**src/rtl/dsp_mac_sequencer_pkg.sv**
```systemverilog
// Shared definitions for the DSP MAC sequencer.
// Holds the sequencer FSM state type, the OPMODE words sent to the DSP slice,
// the operand/accumulator widths and the default operand-to-P latency.
package dsp_mac_sequencer_pkg;

  localparam int DATA_W      = 18;
  localparam int ACC_W       = 48;
  localparam int LATENCY_DEF = 3;

  // OPMODE words: X select in [1:0], Z select in [3:2].
  localparam logic [7:0] OPM_FIRST = 8'h01;  // X=M, Z=0: start a fresh sum
  localparam logic [7:0] OPM_ACC   = 8'h09;  // X=M, Z=P: accumulate
  localparam logic [7:0] OPM_HOLD  = 8'h08;  // X=0, Z=P: keep P unchanged
  localparam logic [7:0] OPM_RST   = 8'h00;  // X=0, Z=0: slice output forced to 0

  typedef enum logic [1:0] {
    IDLE  = 2'd0,
    ISSUE = 2'd1,
    DRAIN = 2'd2,
    HOLD  = 2'd3
  } state_t;

endpackage

```
**src/rtl/dsp_mac_sequencer_if.sv**
```systemverilog
// Operand/result stream bundle of the DSP MAC sequencer.
// Operand side: in_valid/in_ready handshake, in_a/in_b unsigned operands,
// in_last marking the final pair of a job.
// Result side: res_valid/res_ready handshake, res_data sum of products,
// res_count saturating pair count, res_carry sticky carry-out.
// The slave modport is the sequencer; the master modport is its user.
interface dsp_mac_sequencer_if #(
  parameter int CNT_W = 10
);
  import dsp_mac_sequencer_pkg::*;

  logic              in_valid;
  logic              in_ready;
  logic [DATA_W-1:0] in_a;
  logic [DATA_W-1:0] in_b;
  logic              in_last;

  logic              res_valid;
  logic              res_ready;
  logic [ACC_W-1:0]  res_data;
  logic [CNT_W-1:0]  res_count;
  logic              res_carry;

  modport master (
    output in_valid, in_a, in_b, in_last, res_ready,
    input  in_ready, res_valid, res_data, res_count, res_carry
  );

  modport slave (
    input  in_valid, in_a, in_b, in_last, res_ready,
    output in_ready, res_valid, res_data, res_count, res_carry
  );

endinterface

```
**src/rtl/dsp_seq_delay.sv**
```systemverilog
// OPMODE lag and drain counter for the DSP MAC sequencer.
// Ports:
//   clk, rst    : clock, synchronous active-high reset
//   slot_opm    : OPMODE belonging to the current operand slot
//   opm_p1      : the same OPMODE one cycle later (drives the slice OPMODE port)
//   drain_load  : the final pair of a job is being accepted this cycle
//   drain_en    : sequencer is waiting for the final sum
//   drain_done  : dsp_p holds the final sum this cycle
module dsp_seq_delay
  import dsp_mac_sequencer_pkg::*;
#(
  parameter int LATENCY = LATENCY_DEF
) (
  input  logic       clk,
  input  logic       rst,
  input  logic [7:0] slot_opm,
  output logic [7:0] opm_p1,
  input  logic       drain_load,
  input  logic       drain_en,
  output logic       drain_done
);

  localparam int CW = $clog2(LATENCY + 1);

  logic [CW-1:0] cnt_q;
  logic [CW-1:0] cnt_dec;

  // The counter starts at LATENCY when the final pair is accepted and
  // steps down once per drain cycle; the edge that takes it to zero is the
  // one at which dsp_p carries the product of that final pair.
  assign cnt_dec    = cnt_q - CW'(1);
  assign drain_done = drain_en && (cnt_dec == '0);

  // ---- stage p1: OPMODE lags its operand slot by one cycle ----
  always_ff @(posedge clk) begin
    if (rst) begin
      opm_p1 <= OPM_RST;
      cnt_q  <= '0;
    end else begin
      opm_p1 <= slot_opm;
      if (drain_load) begin
        cnt_q <= CW'(LATENCY);
      end else if (drain_en && (cnt_q != '0)) begin
        cnt_q <= cnt_dec;
      end
    end
  end

endmodule

```
**src/rtl/dsp_mac_sequencer.sv**
```systemverilog
// DSP MAC sequencer: streams unsigned operand pairs into an external DSP
// slice (A1REG, MREG, PREG, OPMODEREG), steers its OPMODE so the pairs of a
// job are summed in P, and presents the final sum with a saturating pair
// count and a sticky carry flag.
// Ports:
//   clk, rst          : clock, synchronous active-high reset
//   bus (slave)       : operand stream in, result stream out
//   dsp_a, dsp_b      : operands to the slice A/B ports (zero on empty slots)
//   dsp_opmode        : slice OPMODE, one cycle behind its operand slot
//   dsp_p             : slice P output
//   dsp_carryout      : slice CARRYOUT
module dsp_mac_sequencer
  import dsp_mac_sequencer_pkg::*;
#(
  parameter int LATENCY = LATENCY_DEF,
  parameter int CNT_W   = 10
) (
  input  logic              clk,
  input  logic              rst,
  dsp_mac_sequencer_if.slave bus,
  output logic [DATA_W-1:0] dsp_a,
  output logic [DATA_W-1:0] dsp_b,
  output logic [7:0]        dsp_opmode,
  input  logic [ACC_W-1:0]  dsp_p,
  input  logic              dsp_carryout
);

  function automatic logic [CNT_W-1:0] sat_inc(input logic [CNT_W-1:0] v);
    return (&v) ? v : v + CNT_W'(1);
  endfunction

  state_t            state_q;
  state_t            state_n;
  logic              accept;
  logic              first_slot;
  logic              slot_in_job;
  logic              drain_done;
  logic [7:0]        slot_opm;
  logic [LATENCY-1:0] job_vld_p;
  logic [ACC_W-1:0]  res_data_q;
  logic [CNT_W-1:0]  count_q;
  logic              carry_q;

  // No pair is taken while reset is asserted, so nothing leaks onto the
  // slice ports in the cycle that reset discards.
  assign bus.in_ready = ((state_q == IDLE) || (state_q == ISSUE)) && !rst;
  assign accept       = bus.in_valid && bus.in_ready;
  assign first_slot   = (state_q == IDLE);

  // Gaps inside ISSUE still belong to the job: P is held but its update
  // (with whatever CARRYOUT it reports) is part of this job's window.
  assign slot_in_job  = accept || (state_q == ISSUE);

  // ---- stage p0: operands go straight to the slice A/B registers ----
  assign dsp_a = accept ? bus.in_a : '0;
  assign dsp_b = accept ? bus.in_b : '0;

  always_comb begin
    state_n  = state_q;
    slot_opm = OPM_HOLD;
    if (accept) begin
      slot_opm = first_slot ? OPM_FIRST : OPM_ACC;
    end
    case (state_q)
      IDLE: begin
        if (accept) begin
          state_n = bus.in_last ? DRAIN : ISSUE;
        end
      end
      ISSUE: begin
        if (accept && bus.in_last) begin
          state_n = DRAIN;
        end
      end
      DRAIN: begin
        if (drain_done) begin
          state_n = HOLD;
        end
      end
      HOLD: begin
        if (bus.res_valid && bus.res_ready) begin
          state_n = IDLE;
        end
      end
      default: state_n = IDLE;
    endcase
  end

  always_ff @(posedge clk) begin
    if (rst) begin
      state_q <= IDLE;
    end else begin
      state_q <= state_n;
    end
  end

  // ---- stage p1: OPMODE register feed and drain counter ----
  dsp_seq_delay #(
    .LATENCY (LATENCY)
  ) u_delay (
    .clk        (clk),
    .rst        (rst),
    .slot_opm   (slot_opm),
    .opm_p1     (dsp_opmode),
    .drain_load (accept && bus.in_last),
    .drain_en   (state_q == DRAIN),
    .drain_done (drain_done)
  );

  // ---- stages p1..pLATENCY: job membership travels with the slice pipe ----
  // job_vld_p[LATENCY-1] is set in exactly the cycles whose dsp_p/CARRYOUT
  // come from a slot of the current job.
  always_ff @(posedge clk) begin
    if (rst) begin
      job_vld_p <= '0;
    end else begin
      job_vld_p[0] <= slot_in_job;
      for (int i = 1; i < LATENCY; i++) begin
        job_vld_p[i] <= job_vld_p[i-1];
      end
    end
  end

  // ---- result registers ----
  always_ff @(posedge clk) begin
    if (rst) begin
      res_data_q <= '0;
      count_q    <= '0;
      carry_q    <= 1'b0;
    end else begin
      if ((state_q == DRAIN) && drain_done) begin
        res_data_q <= dsp_p;
      end
      if (accept) begin
        count_q <= first_slot ? CNT_W'(1) : sat_inc(count_q);
      end
      if (accept && first_slot) begin
        carry_q <= 1'b0;
      end else if (job_vld_p[LATENCY-1]) begin
        carry_q <= carry_q | dsp_carryout;
      end
    end
  end

  assign bus.res_valid = (state_q == HOLD);
  assign bus.res_data  = res_data_q;
  assign bus.res_count = count_q;
  assign bus.res_carry = carry_q;

endmodule

```
**src/flat_wrapper.sv**
```systemverilog
// flat-port wrapper written by rule: the top's interface ports become plain ports
module dsp_mac_sequencer_flat import dsp_mac_sequencer_pkg::*;
#(
  parameter int LATENCY = LATENCY_DEF,
  parameter int CNT_W   = 10
)
  (clk, rst, dsp_a, dsp_b, dsp_opmode, dsp_p, dsp_carryout, bus_in_valid, bus_in_a, bus_in_b, bus_in_last, bus_res_ready, bus_in_ready, bus_res_valid, bus_res_data, bus_res_count, bus_res_carry);
  dsp_mac_sequencer_if #(.CNT_W(CNT_W)) bus_i ();
  input  logic clk;
  input  logic rst;
  output logic [DATA_W-1:0] dsp_a;
  output logic [DATA_W-1:0] dsp_b;
  output logic [7:0] dsp_opmode;
  input  logic [ACC_W-1:0] dsp_p;
  input  logic dsp_carryout;
  input wire logic [$bits(bus_i.in_valid)-1:0] bus_in_valid;
  input wire logic [$bits(bus_i.in_a)-1:0] bus_in_a;
  input wire logic [$bits(bus_i.in_b)-1:0] bus_in_b;
  input wire logic [$bits(bus_i.in_last)-1:0] bus_in_last;
  input wire logic [$bits(bus_i.res_ready)-1:0] bus_res_ready;
  output wire logic [$bits(bus_i.in_ready)-1:0] bus_in_ready;
  output wire logic [$bits(bus_i.res_valid)-1:0] bus_res_valid;
  output wire logic [$bits(bus_i.res_data)-1:0] bus_res_data;
  output wire logic [$bits(bus_i.res_count)-1:0] bus_res_count;
  output wire logic [$bits(bus_i.res_carry)-1:0] bus_res_carry;
  assign bus_i.in_valid = bus_in_valid;
  assign bus_i.in_a = bus_in_a;
  assign bus_i.in_b = bus_in_b;
  assign bus_i.in_last = bus_in_last;
  assign bus_i.res_ready = bus_res_ready;
  assign bus_in_ready = bus_i.in_ready;
  assign bus_res_valid = bus_i.res_valid;
  assign bus_res_data = bus_i.res_data;
  assign bus_res_count = bus_i.res_count;
  assign bus_res_carry = bus_i.res_carry;
  dsp_mac_sequencer #(.LATENCY(LATENCY), .CNT_W(CNT_W)) u_core (.clk(clk), .rst(rst), .bus(bus_i), .dsp_a(dsp_a), .dsp_b(dsp_b), .dsp_opmode(dsp_opmode), .dsp_p(dsp_p), .dsp_carryout(dsp_carryout));
endmodule
```
**config.mk**
```make
export PLATFORM = sky130hd
export DESIGN_NAME = dsp_mac_sequencer_flat
export DESIGN_NICKNAME = d
export VERILOG_FILES = /design/src/rtl/dsp_mac_sequencer_pkg.sv /design/src/rtl/dsp_mac_sequencer_if.sv /design/src/rtl/dsp_seq_delay.sv /design/src/rtl/dsp_mac_sequencer.sv /design/src/flat_wrapper.sv
export SDC_FILE = /design/constraint.sdc
export NUM_CORES = 1
export LEC_CHECK = 0
export ABC_AREA = 1
export CAP_MARGIN = 40
export CORE_MARGIN = 3
export CORE_UTILIZATION = 34
export DETAILED_ROUTE_END_ITERATION = 16
export PLACE_DENSITY_LB_ADDON = 0.25
export SYNTH_ARGS = -nofsm -noshare
export SYNTH_HDL_FRONTEND = slang
export SYNTH_SLANG_ARGS = --single-unit
```
**constraint.sdc**
```tcl
create_clock -name clk -period 1.6 [get_ports clk]
set_input_delay 0.24 -clock clk [delete_from_list [all_inputs] [get_ports clk]]
set_output_delay 0.24 -clock clk [all_outputs]
set_load 0.01 [all_outputs]
```
; Word level (Yosys, flattened, before mapping)
; Index checks and enable logic that the tools add are counted.
[classes]
mux = 14
add_sub_neg = 2
bitwise_logic = 2
n_reduce_logical = 20
n_eq_ne = 8
[ops]
columns = operator, n
row1 = 18-bit two-way mux, 2
row2 = 10-bit two-way mux, 2
row3 = 2-bit two-way mux, 7
row4 = 10-bit by 1-bit adder with 10-bit output (second input constant), 1
row5 = 10-bit AND reduction, 1
row6 = 1-bit logical AND, 8
row7 = 4-bit two-way mux, 2
row8 = 2-bit case mux with 4 select lines, 1
row9 = 2-bit by 1-bit != test with 1-bit output (second input constant), 3
row10 = 2-bit == test (second input constant), 2
row11 = 2-bit logical NOT, 2
row12 = 2-bit != test (second input constant), 2
row13 = 4-bit AND reduction, 1
row14 = 2-bit nonzero test, 2
row15 = 2-bit OR reduction, 2
row16 = 2-bit by 1-bit == test with 1-bit output (second input constant), 1
row17 = 1-bit logical OR, 2
row18 = 2-bit AND reduction, 1
row19 = 2-bit by 1-bit subtractor with 2-bit output (second input constant), 1
row20 = 1-bit logical NOT, 1
row21 = 1-bit NOT, 1
row22 = 1-bit bitwise OR, 1
[totals]
ff_bits = 74
out_inout_bits = 105
in_bits = 90
elab_cells = 54

; Logic depth before layout (Yosys ltp)
; Gate-level depths: netlist of the first run.
[logic_depth]
ltp_word = 7
ltp_mapped = 11
mapped_depth_nobuf = 10

; Cells and area by module
; Synthesis of the first run repeated with hierarchy kept, for this count alone.
[unflattened]
cells_unflattened = 467
hier_area_um2 = 3329.4
[modules_own_cells]
columns = module, n_inst, cells_each, area_per_inst_um2, seq_area_each_um2
row1 = dsp_mac_sequencer, 1, 423, 2967.8, 1281.2
row2 = dsp_seq_delay, 1, 44, 361.6, 200.2

; Worst setup path after synthesis of the first run
; Ideal clock, no wire load.
[synth_timing]
path_type = register to output
start = register u_core.state_q[0]
end = output port dsp_a[0]
required_ns = 1.360
path_stages_with_launch = 9
path_buffers = 2
arrival_time_ns = 1.427
path_slack_ns = -0.067
path_cell_list = dfxtp_1 > inv_1 > ha_1 > nor2_2 > nor2_4 > nand2_4 > buf_6 > buf_2 > nor2_1
[synth_via]
elab_chain_cells = 5
elab_cells_between_ends = 6
cone_classes = 1 x eq/ne / 1 x mux / 4 x reduce/logical
[synth_rtl]
columns = item, line_no
row1 = from (decl), dsp_mac_sequencer.sv:32  ; state_t state_q;
row2 = from (signal assigned), dsp_mac_sequencer.sv:93  ; state_q <= state_n;
row3 = 2-bit by 1-bit == test with 1-bit output / 2-bit logical NOT (equally long branches), dsp_mac_sequencer.sv:46  ; assign bus.in_ready = ((state_q == IDLE) || (state_q == ISSUE)) && !rst;
row4 = 1-bit logical OR *, dsp_mac_sequencer.sv:46
row5 = 1-bit logical AND *, dsp_mac_sequencer.sv:46
row6 = net bus_in_ready, flat_wrapper.sv:21  ; output wire logic [$bits(bus_i.in_ready)-1:0] bus_in_ready;
row7 = 1-bit logical AND *, dsp_mac_sequencer.sv:47  ; assign accept = bus.in_valid && bus.in_ready;
row8 = 18-bit two-way mux *, dsp_mac_sequencer.sv:55  ; assign dsp_a = accept ? bus.in_a : '0;
row9 = to (decl), flat_wrapper.sv:11  ; output logic [DATA_W-1:0] dsp_a;
; The timed path passes the listed nets; every way through them passes the cells marked *.

; Final worst setup path of the first run
[layout_timing]
start = register u_core.state_q[0]
end = output port dsp_b[16]
[layout_via]
elab_chain_cells = 5
elab_cells_between_ends = 6
cone_classes = 1 x eq/ne / 1 x mux / 4 x reduce/logical
[layout_rtl]
columns = item, line_no
row1 = 2-bit by 1-bit == test with 1-bit output / 2-bit logical NOT (equally long branches), dsp_mac_sequencer.sv:46
row2 = 1-bit logical OR *, dsp_mac_sequencer.sv:46
row3 = 1-bit logical AND *, dsp_mac_sequencer.sv:46
row4 = 1-bit logical AND *, dsp_mac_sequencer.sv:47
row5 = 18-bit two-way mux *, dsp_mac_sequencer.sv:56  ; assign dsp_b = accept ? bus.in_b : '0;
row6 = to (decl), flat_wrapper.sv:12  ; output logic [DATA_W-1:0] dsp_b;
; Every way passes the cells marked *; elsewhere a longest branch is shown, timed or not.

==> flow_metrics.env, run 1 <==
export IMPL_outcome="complete, but fails checks"
export IMPL_violations="negative setup slack"
export IMPL_finalCritPeriodShare=1.18
export IMPL_fp_dieW_um=102
export IMPL_clk_insertion_delay_late_ps=340
export IMPL_setup_violations=47
export IMPL_power_internal_mw=3.70
export IMPL_worstHoldPathCells=2
export IMPL_cp_start_kind="flip-flop"
export IMPL_power_total_mw=5.54
export IMPL_finalHoldViolCount=0
export IMPL_register_area_um2=1370
export IMPL_reg2reg_to="u_core.bus.res_count[7]$_SDFFE_PP0P_"
export IMPL_cpMostUsedCell="nor2_4"
export IMPL_grt_ovfl_total=0
export IMPL_hold_class="flip-flop to flip-flop"
export IMPL_slowest_delay_ps=370
export IMPL_routed_wl_mm=10.7
export IMPL_cts_sinks=68
export IMPL_syn_instance_count=461
export IMPL_viasPerCell=4.51
export IMPL_critPathMaxFanout=8
export IMPL_ys_seq_area_frac=0.431
export IMPL_area_growth_pct=81.4
export IMPL_slew_headroom=0.514
export IMPL_n_antenna_cell=0
export IMPL_cts_tree="done"
export IMPL_rsz0062_at_grt="yes"
export IMPL_final_common_cell="clkdlybuf4s50_1"
export IMPL_yosysWarnings=0
export IMPL_crit_chain="inv_4 -> ha_4 -> nor2_4 -> nor2_4 -> buf_12 -> nand2_8 -> nor2_2 -> buf_2"
export IMPL_place_gp_congestion=0.805
export IMPL_grt_pass1_wl_mm=14.2
export IMPL_rr_worst_depth=13
export IMPL_initial_utilization=0.356
export IMPL_synth_seq_cells=68
export IMPL_cts_max_level=3
export IMPL_num_rows=34
export IMPL_clockRootBuffer="clkbuf_8"
export IMPL_antenna_found_initial=0
export IMPL_grt_pass1_vias=3060
export IMPL_min_period_ps=1890
export IMPL_vdd_drop_max_mv=0.509
export IMPL_synth_top_area_share=0.431
export IMPL_finalClockSkew_ps=11.3
export IMPL_grt_max_degree=49
export IMPL_initialDrtViolationCount=102
export IMPL_r2r_slack_ps=-150
export IMPL_critPathArrivalTime_ps=1650
export IMPL_rr_startpoint="u_core.state_q[1]$_SDFFE_PP0P_"
export IMPL_hold_start="u_core.job_vld_p[0]$_SDFF_PP0_"
export IMPL_p_leak_nw=2.46
export IMPL_clkPwrFrac=0.250
export IMPL_cts_hold_buffers_added=0
export IMPL_drt_pre_antenna_iters=4
export IMPL_p_sw_frac=0.332
export IMPL_dpl_hpwl_mm=7.16
export IMPL_io_buffer_count=188
export IMPL_max_freq_mhz=529
export IMPL_final_cell_mix="148 x clkdlybuf4s50_1, 127 x nor2_1, 65 x dfxtp_1"
export IMPL_hold_end="u_core.job_vld_p[1]$_SDFF_PP0_"
export IMPL_avgSynthCellArea_um2=6.86
export IMPL_finalWorstSetupSlack_ps=-289
export IMPL_max_cap_violations=0
export IMPL_syn_cell_area_um2=3160
export IMPL_num_vias=3510
export IMPL_wl_per_cell_um=13.8
export IMPL_clockBufferDepth=2
export IMPL_p_sw_mw=1.84
export IMPL_chipHeight_um=102
export IMPL_fillers=776
export IMPL_antenna_left=0
export IMPL_ios=195
export IMPL_required_ps=1360
export IMPL_p_seq_frac=0.356
export IMPL_route_detailed_drc=0
export IMPL_synthTopCellsByArea="dfxtp_1 43%, nor2_1 19%, o21ai_0 7.8%, inv_1 7.6%, nand2_1 4.9%"
export IMPL_coreArea_um2=8890
export IMPL_tightest_slew_ps=730
export IMPL_multiInputGateArea_um2=1730
export IMPL_layout_drive_gt1_share=0.209
export IMPL_pre_cts_ws_ps=-452
export IMPL_die_area_um2=10500
export IMPL_power_density_nw_per_um2=966
export IMPL_ys_types=30
export IMPL_finalMaxSlewViolations=0
export IMPL_cts_buffers=9
export IMPL_clkTransAtPathRegs_ps=70
export IMPL_cp_slowest_cell="dfxtp_4"
export IMPL_crit_type="flip-flop to output pin"
export IMPL_yosysTopAreaCell="dfxtp_1"
export IMPL_endpoint_kind="output pin"
export IMPL_num_nets_final=765
export IMPL_comb_power_share=0.394
export IMPL_grt_total_usage=0.172
-- synthesized netlist by cell type, drive strengths merged --
cell / n
conb: 1
nand3: 14
o21bai: 1
o21a: 1
clkbuf: 10
a21boi: 1
nor2: 162
xor2: 1
clkinv: 1
nand4: 2
inv: 65
o21ai: 52
ha: 8
dfxtp: 68
nand2: 43
or2: 1
a21oi: 10
nor3b: 1
buf: 18
nor3: 1
-- what timing repair did --
| item | CTS | global route |
|---|---|---|
| setup buffers | 3 | 2 |
| hold endpoints to repair | 0 | 0 |
| cloned | 2 | 6 |
| endpoints found under the setup margin | 50 | 101 |
| gates resized for setup | 163 | 81 |
| pin swaps | 2 | 16 |
-- area by class of cell --
| type | instances | area share |
|---|---|---|
| timing repair buffer | 212 | 0.357 |
| multi-input combinational | 310 | 0.301 |
| inverter | 66 | 0.0462 |
| clock inverter | 5 | 0.00916 |
| clock buffer | 10 | 0.0240 |
| tap | 108 | 0.0236 |
| sequential | 68 | 0.238 |
-- how the worst max path moves through the flow --
stage | from | to | slack, ps | depth (start not counted)
global route | u_core.state_q[0]$_SDFFE_PP0P_ | dsp_a[16] | -370 | 8
finish | u_core.state_q[0]$_SDFFE_PP0P_ | dsp_b[16] | -290 | 8
floorplan | u_core.state_q[0]$_SDFFE_PP0P_ | dsp_a[0] | -30 | 8
detailed placement | rst | dsp_a[0] | -450 | 5
global placement | rst | dsp_b[7] | -410 | 5
CTS | u_core.state_q[0]$_SDFFE_PP0P_ | dsp_b[2] | -330 | 8
-- per-layer routing --
metal	share of wire	GRT usage
met5	0	0
met4	0.015	0.0666
met3	0.097	0.0662
met2	0.52	0.317
met1	0.36	0.174
-- state kept, by name (all words and copies together), names as in the netlist --
name	cells
u_core.bus.res_data	48
u_core.bus.res_count	10
u_core.job_vld_p	3
u_core.state_q	2
u_core.u_delay.cnt_q	2
u_core.u_delay.opm_p1	2
u_core.bus.res_carry	1
-- logic make-up after synthesis --
kind of cell | synth area share
DFF | 0.431
and+or+nand+nor | 0.293
buffers and inverters | 0.132
other | 0.00119
xor gates and xnor gates | 0.00277
AOI/OAI and AO/OA | 0.109
adders and majority gates | 0.0317
-- per-stage QoR --
step	hold WS, ps	util	instances	TNS (ps)	cell area [um2]
6_report	402	0.645	779	-9360	5740
5_1_grt	439	0.645	779	-12920	5740
4_1_cts	405	0.612	771	-10440	5440
3_5_place_dp	396	0.583	751	-21710	5190
3_3_place_gp	389	0.583	751	-18880	5190
2_1_floorplan	388	-	466	-837	3180
-- worst max-delay path, delay by kind of cell (launching register included) --
family	cells	cell delay, ps
adder cells (fa/ha/maj)	1	130
buffers and inverters	3	410
flip-flops	1	370
AND/OR/NAND/NOR	4	400
-- power groups by stage --
stage | clock [mW] | sequential [mW] | combinational [mW]
3_3_place_gp | 0 | 1.98 | 1.75
5_1_grt | 1.50 | 1.99 | 2.38
4_1_cts | 1.43 | 1.97 | 1.93
6_report | 1.39 | 1.97 | 2.18
3_5_place_dp | 0 | 1.99 | 1.79
2_1_floorplan | 0 | 2.04 | 0.826
No activity file was read; power rests on OpenSTA's default activity.
==> run 2: changes to the inputs <==
--- a/config.mk
+++ b/config.mk
@@ -10,6 +10,7 @@
 export CORE_MARGIN = 3
 export CORE_UTILIZATION = 34
 export DETAILED_ROUTE_END_ITERATION = 16
+export GPL_TIMING_DRIVEN = 0
 export PLACE_DENSITY_LB_ADDON = 0.25
 export SYNTH_ARGS = -nofsm -noshare
 export SYNTH_HDL_FRONTEND = slang
==> run 2 against run 1 <==
  * The flow still finishes with violations (negative setup slack)
  * Via count up 0.43%
  * Design area down 2.5%
  * First-iteration DRC count down 16%
  * Clock power about the same
  * Sequential share of layout area up 0.64 points
  * Setup slack better by 91 ps
  * Global-route usage about the same
  * Fmax up 5.1%
  * Count of clock-buffer cells in the layout up 2
  * Largest cell class unchanged
  * Largest power group unchanged
==> flow_metrics.env, run 2 (synthesis gave the netlist of run 1 again) <==
export IMPL_outcome="complete, but fails checks"
export IMPL_violations="negative setup slack"
export IMPL_vdd_drop_max_mv=0.667
export IMPL_wl_per_cell_um=12.5
export IMPL_final_cell_mix="149 x clkdlybuf4s50_1, 134 x nor2_1, 64 x dfxtp_1"
export IMPL_p_leak_nw=2.52
export IMPL_cts_sinks=68
export IMPL_viasPerCell=4.43
export IMPL_met3_usage=0.0744
export IMPL_final_common_cell="clkdlybuf4s50_1"
export IMPL_max_freq_mhz=556
export IMPL_endpoint_kind="output pin"
export IMPL_finalHoldViolCount=0
export IMPL_n_antenna_cell=0
export IMPL_cts_max_level=3
export IMPL_pre_cts_ws_ps=-669
export IMPL_fillers=805
export IMPL_place_area_um2=5200
export IMPL_required_ps=1360
export IMPL_dpl_hpwl_mm=7.35
export IMPL_die_area_um2=10500
export IMPL_register_area_um2=1370
export IMPL_cts_hold_buffers_added=0
export IMPL_setup_violations=38
export IMPL_grt_pass1_wl_mm=14.4
export IMPL_grt_pass1_vias=3203
export IMPL_finalClockSkew_ps=12.6
export IMPL_final_cell_area_um2=5590
export IMPL_grt_ovfl_total=0
export IMPL_place_gp_congestion=0.811
export IMPL_clockRootBuffer="clkbuf_8"
export IMPL_cts_tree="done"
export IMPL_num_nets_final=782
export IMPL_drt_pre_antenna_iters=4
export IMPL_largest_reg_flops=48
export IMPL_clk_insertion_delay_late_ps=330
export IMPL_min_period_ps=1800
export IMPL_initialDrtViolationCount=86
export IMPL_r2r_slack_ps=-30
export IMPL_grt_use_met2=0.307
export IMPL_finalMaxSlewViolations=0
export IMPL_area_growth_pct=76.8
export IMPL_cpMostUsedCell="nor2_4"
export IMPL_crit_chain="inv_4 -> ha_4 -> nor2_4 -> nor2_4 -> nand2_4 -> buf_6 -> nor2_1 -> buf_2"
export IMPL_layout_drive_gt1_share=0.207
export IMPL_fp_dieW_um=102
export IMPL_hold_class="flip-flop to flip-flop"
export IMPL_num_vias=3525
export IMPL_setup_tns_ps=-6490
export IMPL_power_density_nw_per_um2=964
export IMPL_num_rows=34
export IMPL_route_detailed_drc=0
export IMPL_multiInputGateArea_um2=1560
export IMPL_antenna_left=0
export IMPL_max_cap_violations=0
export IMPL_finalWorstSetupSlack_ps=-198
export IMPL_initial_utilization=0.356
export IMPL_cp_start_kind="flip-flop"
export IMPL_antenna_found_initial=0
export IMPL_final_core_util=0.629
export IMPL_routed_wl_mm=9.91
export IMPL_io_buffer_count=188
export IMPL_grt_total_usage=0.172
export IMPL_clockBufferDepth=2
export IMPL_chipHeight_um=102
export IMPL_critPathArrivalTime_ps=1560
export IMPL_slowest_delay_ps=370
export IMPL_rsz0062_at_grt="yes"
export IMPL_crit_type="flip-flop to output pin"
export IMPL_grt_max_degree=11
export IMPL_coreArea_um2=8890
export IMPL_cts_buffers=9
export IMPL_finalCritPeriodShare=1.12
export IMPL_cp_slowest_cell="dfxtp_4"
export IMPL_grt_util_met1=0.180
export IMPL_critPathMaxFanout=7
export IMPL_grt_busiest_layer="met2"
export IMPL_clkTransAtPathRegs_ps=60
export IMPL_ios=195
## run 2: cell count changes in the layout (fill, tap and decap cells not counted), sizes merged
cell and change:
buf +12, clkbuf +9, nand2 -4, clkinv -3, clkdlybuf4s15 -1, clkdlybuf4s50 +1
dlygate4sd2 +1, nand4 +1
## run 2: per-stage QoR
stage	power [mW]	std cells	hold WS, ps
5_1_grt	5.72	795	441
2_1_floorplan	2.86	466	388
4_1_cts	5.23	784	404
6_report	5.39	795	403
3_3_place_gp	3.66	762	390
3_5_place_dp	3.70	762	396
## run 2: layout make-up
class / count / share of cell area
buffer: 27 / 0.0365
clock buffer: 12 / 0.0278
clock inverter: 2 / 0.00627
inverter: 66 / 0.0486
multi-input combinational: 307 / 0.279
sequential: 68 / 0.245
tap: 108 / 0.0242
timing repair buffer: 205 / 0.333
## run 2: critical path: cells and delay by family, from the launching register on
family                   cells  cell delay (ps)
AND/OR/NAND/NOR              4              330
adder cells (fa/ha/maj)      1              140
flip-flops                   1              370
buffers and inverters        3              390
## run 2: metal layers
layer,share of wire,vias to the layer above,wire [um]
met5,0,-,0
met4,0.012,0,115
met3,0.12,12,1160
met2,0.50,142,4920
met1,0.38,1540,3730
li1,-,1831,-
## run 2: report_power, final
group          total (mW)  internal (mW)  switching [mW]
clock                1.40          0.787           0.610
combinational        2.02           1.03           0.995
sequential           1.97           1.87           0.106
total                5.39           3.68            1.71
## run 2: worst paths after layout
check | startpoint | endpoint | cells past startpoint
min reg2reg | u_core.job_vld_p[1]$_SDFF_PP0_ | u_core.job_vld_p[2]$_SDFF_PP0_ | 2
max reg2reg | u_core.state_q[1]$_SDFFE_PP0P_ | u_core.bus.res_count[3]$_SDFFE_PP0P_ | 13
min | u_core.job_vld_p[1]$_SDFF_PP0_ | u_core.job_vld_p[2]$_SDFF_PP0_ | 2
max | u_core.state_q[0]$_SDFFE_PP0P_ | dsp_b[7] | 8
## run 2: timing repair
action / 4_1_cts / 5_1_grt
gates resized for setup: 178 / 64
endpoints found under the setup margin: 58 / 92
buffers inserted: 7 / 9
pin swaps: 4 / 9
cloned: 2 / 3
==> run 3: changes to the inputs <==
--- a/config.mk
+++ b/config.mk
@@ -7,8 +7,10 @@
 export LEC_CHECK = 0
 export ABC_AREA = 1
 export CAP_MARGIN = 40
-export CORE_MARGIN = 3
-export CORE_UTILIZATION = 34
+export CELL_PAD_IN_SITES_DETAIL_PLACEMENT = 1
+export CELL_PAD_IN_SITES_GLOBAL_PLACEMENT = 2
+export CORE_MARGIN = 2
+export CORE_UTILIZATION = 16
 export DETAILED_ROUTE_END_ITERATION = 16
 export GPL_TIMING_DRIVEN = 0
 export PLACE_DENSITY_LB_ADDON = 0.25
==> run 3 against run 2 <==
  * Die area rose by 99%
  * Critical endpoint is now dsp_b[10]
  * Setup slack got worse by 37 ps
  * Total power rose by 14%
  * The flow still finishes with violations (negative setup slack)
  * First-iteration DRC count fell by 42%
  * Largest cell class unchanged
  * Clock skew fell by 1.7 ps
  * Count of clock-buffer cells in the layout fell by 1
  * Sequential power barely moved
  * Sequential share of layout area fell by 1.3 points
  * Critical path depth did not move
==> flow_metrics.env, run 3 (synthesis gave the netlist of run 1 again) <==
export IMPL_area_growth_pct=86.5
export IMPL_place_inst=919
export IMPL_outcome="complete, but fails checks"
export IMPL_violations="negative setup slack"
export IMPL_critPathMaxFanout=10
export IMPL_grt_max_degree=13
export IMPL_power_total_mw=6.12
export IMPL_endpoint_kind="output pin"
export IMPL_layout_drive_gt1_share=0.195
export IMPL_place_area_um2=5400
export IMPL_chipHeight_um=145
export IMPL_clockBufferDepth=2
export IMPL_finalWorstSetupSlack_ps=-236
export IMPL_critPathArrivalTime_ps=1600
export IMPL_crit_type="flip-flop to output pin"
export IMPL_wl_per_cell_um=12.6
export IMPL_power_density_nw_per_um2=1040
export IMPL_antenna_left=0
export IMPL_vdd_drop_max_mv=0.500
export IMPL_dpl_hpwl_mm=9.35
export IMPL_grt_pass1_wl_mm=18.0
export IMPL_grt_ovfl_total=0
export IMPL_clockRootBuffer="clkbuf_16"
export IMPL_cp_start_kind="flip-flop"
export IMPL_largest_reg_flops=48
export IMPL_p_leak_nw=2.55
export IMPL_n_antenna_cell=0
export IMPL_finalHoldViolCount=0
export IMPL_grt_pass1_vias=3696
export IMPL_num_rows=51
export IMPL_final_common_cell="clkdlybuf4s50_1"
export IMPL_clk_insertion_delay_late_ps=340
export IMPL_final_cell_mix="149 x clkdlybuf4s50_1, 143 x nor2_1, 65 x dfxtp_1"
export IMPL_initialDrtViolationCount=50
export IMPL_io_buffer_count=188
export IMPL_num_vias=3597
export IMPL_antenna_found_initial=0
export IMPL_max_freq_mhz=545
export IMPL_fp_dieW_um=145
export IMPL_routed_wl_mm=12.0
export IMPL_final_core_util=0.304
export IMPL_finalCritPeriodShare=1.15
export IMPL_instances_no_fill=952
export IMPL_grt_total_usage=0.111
export IMPL_max_cap_violations=0
export IMPL_finalMaxSlewViolations=0
export IMPL_initial_utilization=0.163
export IMPL_setup_worst_path_start="u_core.state_q[0]$_SDFFE_PP0P_"
export IMPL_rr_startpoint="u_core.state_q[0]$_SDFFE_PP0P_"
export IMPL_cts_sinks=68
export IMPL_min_period_ps=1840
export IMPL_ios=195
export IMPL_hold_start="u_core.job_vld_p[1]$_SDFF_PP0_"
export IMPL_coreArea_um2=19400
export IMPL_finalClockSkew_ps=10.9
export IMPL_place_gp_congestion=0.685
export IMPL_cts_max_level=3
export IMPL_die_area_um2=20900
export IMPL_cts_tree="done"
export IMPL_drt_pre_antenna_iters=4
export IMPL_final_cell_area_um2=5900
export IMPL_cts_buffers=9
export IMPL_clkTransAtPathRegs_ps=50
export IMPL_setup_violations=37
export IMPL_rsz0062_at_grt="yes"
export IMPL_viasPerCell=3.78
export IMPL_holdWs_ps=402
export IMPL_required_ps=1360
export IMPL_hold_class="flip-flop to flip-flop"
export IMPL_route_detailed_drc=0
export IMPL_num_nets_final=780
## run 3: layout make-up
cell class	instances	area, um2
Clock buffer	11	243
Sequential cell	68	1370
Timing Repair Buffer	205	1870
Tap cell	265	332
Inverter	66	264
Clock inverter	5	83.8
Fill cell	2365	13500
Buffer	27	219
Multi-Input combinational cell	305	1520
## run 3: layer usage
layer | vias up | wire (um) | part of all wire | GRT usage
li1 | 1831 | - | - | -
met1 | 1598 | 4650 | 0.39 | 0.113
met2 | 156 | 5370 | 0.45 | 0.188
met3 | 12 | 1770 | 0.15 | 0.0666
met4 | 0 | 170 | 0.014 | 0.0414
met5 | - | 0 | 0 | 0
## run 3: through the flow
| step | setup slack [ps] | TNS [ps] |
|---|---|---|
| after floorplan | -27.9 | -837 |
| after global placement | -668 | -30660 |
| after detailed placement | -684 | -33260 |
| after CTS | -273 | -8680 |
| after global routing | -341 | -10850 |
| final | -236 | -7330 |
## run 3: worst max-delay path, stage by stage, from the launching register on
cell and delay, ps:
dfxtp_4 360, inv_4 70, ha_4 140, nor2_4 40, nor2_4 140, nand2_8 100, buf_6 160, nor2_1 100
buf_2 140
## run 3: path summary, 6_finish.rpt
path                                                        endpoint  slack, ps  cells after the start
worst min-delay path                  u_core.job_vld_p[2]$_SDFF_PP0_        400                      2
worst min register to register        u_core.job_vld_p[2]$_SDFF_PP0_        400                      2
worst max-delay path                                       dsp_b[10]       -240                      8
worst max register to register  u_core.bus.res_count[5]$_SDFFE_PP0P_         80                     12
## run 3: repair_timing
| item | 4_1_cts | 5_1_grt |
|---|---|---|
| pin swaps | 4 | 5 |
| setup endpoints to repair | 80 | 98 |
| hold buffers | 0 | 0 |
| gates resized for setup | 192 | 31 |
| cloned | 2 | 1 |
| setup buffers | 11 | 5 |
## run 3: power breakdown
part | switching [mW] | internal, mW | leakage [nW]
sequential | 0.109 | 1.87 | 0.552
clock | 0.776 | 1.41 | 0.152
combinational | 0.971 | 0.987 | 1.85
